--- config.mk ---
export PLATFORM = sky130hd
export DESIGN_NAME = data_sync_multi
export DESIGN_NICKNAME = d
export VERILOG_FILES = /design/src/rtl/data_sync_multi.sv
export SDC_FILE = /design/constraint.sdc
export NUM_CORES = 1
export LEC_CHECK = 0
export BUFFER_PORTS_ARGS = -buffer_cell sky130_fd_sc_hd__buf_2
export CAP_MARGIN = 10
export CORE_AREA = 2 2 60 62
export CTS_CLUSTER_SIZE = 30
export DETAILED_ROUTE_END_ITERATION = 8
export DIE_AREA = 0 0 62 64
export PLACE_DENSITY = 0.75
export RECOVER_POWER = 50
export SYNTH_ARGS = -nofsm -noshare
export SYNTH_HDL_FRONTEND = slang
export SYNTH_SLANG_ARGS = --single-unit
--- constraint.sdc ---
create_clock -name CLK -period 1.7 [get_ports CLK]
set_input_delay 0.34 -clock CLK [delete_from_list [all_inputs] [get_ports CLK]]
set_output_delay 0.34 -clock CLK [all_outputs]
set_load 0.1 [all_outputs]
--- src/rtl/data_sync_multi.sv ---
// Multi-channel destination-side enable/bus synchronizer with per-channel capture,
// acknowledge toggle, sticky overrun detection and a round-robin merged output stream.
module data_sync_multi #(
    parameter int BUS_WIDTH  = 8,
    parameter int NUM_STAGES = 2,
    parameter int NUM_CH     = 2,
    parameter int EDGE_MODE  = 0,
    parameter int CH_W       = (NUM_CH > 1) ? $clog2(NUM_CH) : 1
) (
    input  logic                        CLK,
    input  logic                        RST,
    input  logic [NUM_CH*BUS_WIDTH-1:0] UNSYNC_BUS,
    input  logic [NUM_CH-1:0]           BUS_ENABLE,
    output logic [NUM_CH*BUS_WIDTH-1:0] SYNC_BUS,
    output logic [NUM_CH-1:0]           ENABLE_PULSE,
    output logic [NUM_CH-1:0]           ACK_TGL,
    output logic [BUS_WIDTH-1:0]        OUT_DATA,
    output logic [CH_W-1:0]             OUT_CH,
    output logic                        OUT_VALID,
    input  logic                        OUT_READY,
    output logic [NUM_CH-1:0]           OVERRUN,
    input  logic                        CLR_OVR
);

    logic [NUM_CH-1:0]           sync_q [NUM_STAGES];
    logic [NUM_CH-1:0]           hist_q;
    logic [NUM_CH-1:0]           sync_s;
    logic [NUM_CH-1:0]           evt;

    logic [NUM_CH*BUS_WIDTH-1:0] bus_q, bus_d;
    logic [NUM_CH-1:0]           pulse_q;
    logic [NUM_CH-1:0]           ack_q, ack_d;
    logic [NUM_CH-1:0]           pend_q, pend_d;
    logic [NUM_CH-1:0]           ovr_q, ovr_d;
    logic [NUM_CH-1:0]           grant;

    logic [BUS_WIDTH-1:0]        dat_q, dat_d;
    logic [CH_W-1:0]             ch_q, ch_d;
    logic [CH_W-1:0]             last_q, last_d;
    logic                        vld_q, vld_d;

    logic [CH_W-1:0]             gidx;
    logic [CH_W-1:0]             cidx;
    logic                        found;
    logic                        load;
    int                          cand;

    // Stage boundary: enable synchronizer chain plus one history flop for edge detection
    always_ff @(posedge CLK or negedge RST) begin
        if (!RST) begin
            for (int k = 0; k < NUM_STAGES; k++) sync_q[k] <= '0;
            hist_q <= '0;
        end else begin
            sync_q[0] <= BUS_ENABLE;
            for (int k = 1; k < NUM_STAGES; k++) sync_q[k] <= sync_q[k-1];
            hist_q <= sync_q[NUM_STAGES-1];
        end
    end

    assign sync_s = sync_q[NUM_STAGES-1];
    assign evt    = (EDGE_MODE != 0) ? (sync_s ^ hist_q) : (sync_s & ~hist_q);

    always_comb begin
        bus_d = bus_q;
        for (int i = 0; i < NUM_CH; i++) begin
            if (evt[i]) bus_d[i*BUS_WIDTH +: BUS_WIDTH] = UNSYNC_BUS[i*BUS_WIDTH +: BUS_WIDTH];
        end
        ack_d = ack_q ^ evt;
    end

    // Round-robin search starts one past the last granted channel
    always_comb begin
        gidx  = '0;
        cidx  = '0;
        cand  = 0;
        found = 1'b0;
        for (int j = 0; j < NUM_CH; j++) begin
            cand = int'(last_q) + 1 + j;
            if (cand >= NUM_CH) cand = cand - NUM_CH;
            cidx = CH_W'(cand);
            if (!found && pend_q[cidx]) begin
                found = 1'b1;
                gidx  = cidx;
            end
        end
        load  = (!vld_q || OUT_READY) && found;
        grant = '0;
        if (load) grant[gidx] = 1'b1;

        dat_d  = dat_q;
        ch_d   = ch_q;
        vld_d  = vld_q;
        last_d = last_q;
        if (load) begin
            // Takes the pre-edge word, so a same-cycle capture on this channel stays pending
            dat_d  = bus_q[gidx*BUS_WIDTH +: BUS_WIDTH];
            ch_d   = gidx;
            vld_d  = 1'b1;
            last_d = gidx;
        end else if (vld_q && OUT_READY) begin
            vld_d = 1'b0;
        end

        pend_d = (pend_q & ~grant) | evt;
        ovr_d  = (ovr_q & ~{NUM_CH{CLR_OVR}}) | (evt & pend_q & ~grant);
    end

    // Stage boundary: capture registers and merged output stream
    always_ff @(posedge CLK or negedge RST) begin
        if (!RST) begin
            bus_q   <= '0;
            pulse_q <= '0;
            ack_q   <= '0;
            pend_q  <= '0;
            ovr_q   <= '0;
            dat_q   <= '0;
            ch_q    <= '0;
            vld_q   <= 1'b0;
            last_q  <= CH_W'(NUM_CH - 1);
        end else begin
            bus_q   <= bus_d;
            pulse_q <= evt;
            ack_q   <= ack_d;
            pend_q  <= pend_d;
            ovr_q   <= ovr_d;
            dat_q   <= dat_d;
            ch_q    <= ch_d;
            vld_q   <= vld_d;
            last_q  <= last_d;
        end
    end

    assign SYNC_BUS     = bus_q;
    assign ENABLE_PULSE = pulse_q;
    assign ACK_TGL      = ack_q;
    assign OUT_DATA     = dat_q;
    assign OUT_CH       = ch_q;
    assign OUT_VALID    = vld_q;
    assign OVERRUN      = ovr_q;

endmodule
[Yosys cells after proc, flatten, opt, wreduce, memory -nomap -nowiden]
Cells that the tools add are included.
Storage, ports and cells
  output and inout port bits: 32
  bits in registers: 41
  logic and storage cells: 58
  input port bits: 22
Operators by class
  $lt $le $gt $ge: 6
  multiplexer cells: 15
  add/sub/neg operators: 4
  reduce and logical (&&, ||, !) cells: 8
  bitwise operators: 11
  shift-type cells: 1
Operator list (number)
  16-bit by 5-bit indexed part select with 8-bit output: 1
  1-bit 2-to-1 mux: 13
  2-bit AND: 5
  1-bit by 2-bit less-than comparator with 1-bit output (second input constant): 3
  2-bit NOT: 3
  1-bit logical AND: 4
  2-bit OR: 2
  2-bit by 1-bit adder with 3-bit output (second input constant): 1
  3-bit by 2-bit >= comparator with 1-bit output (second input constant): 1
  1-bit by 1-bit adder with 2-bit output (second input constant): 1
  2-bit >= comparator (second input constant): 1
  1-bit logical NOT: 2
  2-bit 2-to-1 mux: 1
  2-bit nonzero test: 1
  1-bit subtractor (second input constant): 2
  2-bit bitwise XOR: 1
  1-bit demux with 1-bit select: 1
  1-bit >= comparator (second input constant): 1
  1-bit logical OR: 1

[Longest topological paths before layout]
  depth in word-level cells: 17
  gate-level depth with buffers: 4
  gate-level depth less buffers: 3

[Least setup slack after synthesis]
OpenSTA, ideal clock, no wires.
  path kind: register to register
  from: reg vld_q (netlist: OUT_VALID)
  to: reg dat_q[0] (netlist: OUT_DATA[0])
  clock period less this slack: 1.867 ns
  required time: 1.573 ns
  library setup time: 0.127 ns
  setup slack: -0.167 ns
  arrival time: 1.740 ns
  stages on the path, launching flop included: 5
  cell sequence: dfrtp_1 nand2b_1 and3_4 buf_6 a221o_1
On the way
  cells in the longest elaborated chain, start to end: 3
Ends and longest elaborated chain
  start: declaration: RTL line 40  | logic vld_q, vld_d;
  start signal: assignment: RTL line 128  | vld_q <= vld_d;
  1-bit logical NOT: RTL line 86  | load = (!vld_q || OUT_READY) && found;
  1-bit logical OR: RTL line 86
  1-bit logical AND: RTL line 86
  end signal: assignment: RTL line 126  | dat_q <= dat_d;
  end: declaration: RTL line 37  | logic [BUS_WIDTH-1:0] dat_q, dat_d;
Every way passes these cells.
A chain may end at the register's enable or synchronous reset.

[Worst setup path after layout]
  from: reg bus_q[1] (netlist: SYNC_BUS[1])
  to: out SYNC_BUS[1]
RTL lines
  start: declaration: RTL line 30  | logic [NUM_CH*BUS_WIDTH-1:0] bus_q, bus_d;
  start signal: assignment: RTL line 121  | bus_q <= bus_d;
  end: declaration: RTL line 14  | output logic [NUM_CH*BUS_WIDTH-1:0] SYNC_BUS,
No word-level cell between the ends.

==> impl_metrics.tcl <==
set metrics [dict create \
    status "completed" \
    io_buffers 53 \
    worstSetupPathType "flop to output pin" \
    fillers 283 \
    clkTransAtPathRegs_ps 120 \
    start_util_pct 46.2 \
    hold_viol_final 0 \
    cp-start-kind "flop" \
    numCtsBuffers 5 \
    grt_max_degree 31 \
    end_kind "output pin" \
    rsz0062_at_grt "false" \
    max_clock_freq_ghz 0.651 \
    rows 21 \
    synth_area_mm2 0.00152 \
    vias 1037 \
    fin_crit_ps 1540 \
    synth_top_area_cell "dfrtp_1" \
    n_antenna_cell 0 \
    ys_ff_latch 41 \
    drc 0 \
    slew_violations 0 \
    critPathArrivalTime_ps 1200 \
    max_slew_margin_pct 56.8 \
    clockRootBuffer "clkbuf_4" \
    synth_cell_types 20 \
    nets 183 \
    seq_area_mm2 0.00103 \
    core_mm2 0.00328 \
    final_cell_mix "buf_2, dfrtp_1, mux2_2" \
    required_ps 1360 \
    synthTopCellsByArea "dfrtp_1, mux2_2, a221o_1" \
    drv_cap 0 \
    path_cells "buf_2" \
    cts-hold-fix-buffers 0 \
    fp.dieH_um 64 \
    worst_pin_slew_ps 648 \
    tritoncts "built" \
    postCtsSetupBuffers 0 \
    drt-initial-drc-count 35 \
    final_common_cell "buf_2" \
    io_pins 54 \
    syn-num-nets 123 \
    multi_input_area_um2 452 \
    crit_path_top_delay_cell "buf_2" \
    grt_pass1_wl_um 5010 \
    first_global_vias 1022 \
    critical-path-max-stage-delay_ps 450 \
    die_area_mm2 0.00397 \
    post_cts_resized 0 \
    wl_um 3020 \
    drive_above_1_share_pct 51.2 \
    hp-class "primary input to async pin" \
    area_growth_pct 27.6 \
    worstPathMaxFanout 3 \
    yosysWarnings 0 \
    post_drt_wl_per_cell_um 14.5 \
    grt_usage_pct 17.3 \
    yosysSeqAreaShare_pct 67.7 \
    yosysTopAreaCellShare_pct 66.0 \
    finalSetupViolCount 0 \
    timing.final.crit_share_pct 90.4 \
    die_width_um 62 \
    clock_latency_ps 340 \
    htree_levels 2 \
    hpwlAfterDp_um 2260 \
    cp_top_family "buffers and inverters" \
    antenna_found_initial 0 \
    cts_sinks 41 \
    postSynthCellCount 101 \
    routabilityCongestion 0.744 \
    grt_overflow 0 \
    ant_nets 0 \
    fin_worst_skew_ps 13.0 \
    firstDrtPassIters 4 \
    tns_ps 0 \
    viasPerCell 4.99 \
    clockBufferDepth 2 \
    synth_area_per_cell_um2 15.0 \
    crit_buf_inv 1 \
]
registers in the layout, summed over array words and instances, names as in the netlist:
signal        cells
OVERRUN           2
OUT_VALID         1
ENABLE_PULSE      2
pend_q            2
SYNC_BUS         16
OUT_DATA          8
OUT_CH            1
last_q            1
hist_q            2
sync_q            2
sync_s            2
ACK_TGL           2
Yosys cell counts:
master,number
inv_1,3
a21o_1,3
mux2_2,16
nor2_1,1
o22ai_1,2
dfstp_2,1
nand2b_1,2
buf_6,1
and3_4,1
and2_1,1
a21boi_2,1
a221o_1,8
nand2_1,4
nor2b_1,2
buf_2,3
xor2_1,2
o21bai_1,1
o21ai_2,1
dfrtp_1,40
and3_1,8
routing by layer:
| metal | vias to the layer above | share of wire (%) | track usage [%] |
|---|---|---|---|
| li1 | 484 | - | - |
| met1 | 510 | 45 | 24.6 |
| met3 | 2 | 6.6 | 5.67 |
| met2 | 41 | 48 | 24.9 |
| met5 | - | 0 | 0 |
| met4 | 0 | 0.73 | 5.59 |
worst paths after layout:
kind | startpoint | end | slack, ps | cells after the start
worst max-delay path | SYNC_BUS[1]$_DFFE_PN0P_ | SYNC_BUS[1] | 160 | 1
worst min-delay path | RST | OUT_DATA[5]$_DFFE_PN0N_ | 10 | 1
worst max register to register | sync_s[0]$_DFF_PN0_ | SYNC_BUS[2]$_DFFE_PN0P_ | 270 | 3
worst min register to register | sync_q[3]$_DFF_PN0_ | sync_s[1]$_DFF_PN0_ | 360 | 0
max in group asynchronous | RST | SYNC_BUS[3]$_DFFE_PN0P_ | 980 | 2
min in group CLK | BUS_ENABLE[1] | sync_q[3]$_DFF_PN0_ | 100 | 1
area by class of cell:
cell class                 instances  share of cell area [%]
clock buffer                       5                    1.94
clock inverter                     3                    3.36
inverter                           3                   0.582
multi-input combinational         53                    23.3
sequential                        41                    53.1
tap                               46                    2.97
timing repair buffer              57                    14.7
cell families after synthesis:
| family | Yosys count | synth area share (%) |
|---|---|---|
| compound gates | 16 | 9.41 |
| xor+xnor | 2 | 1.16 |
| flops | 41 | 67.7 |
| buf+inv | 7 | 2.47 |
| mux | 16 | 11.9 |
| simple gates | 19 | 7.34 |
stage by stage:
step                cell area, um^2  hold WS, ps  cells  setup WS [ps]  utilization [%]
floorplan                      1520         44.4    101            127                -
global placement               1840          335    200            251             56.2
detailed placement             1840          337    200            186             56.2
CTS                            1950         17.9    208            152             59.3
global route                   1940         32.2    208            106             58.9
finish                         1940         11.1    208            164             58.9
Power is left out: the tool's default activity adds up to more than one toggle a clock period on the data nets, which glitch-free logic cannot reach.
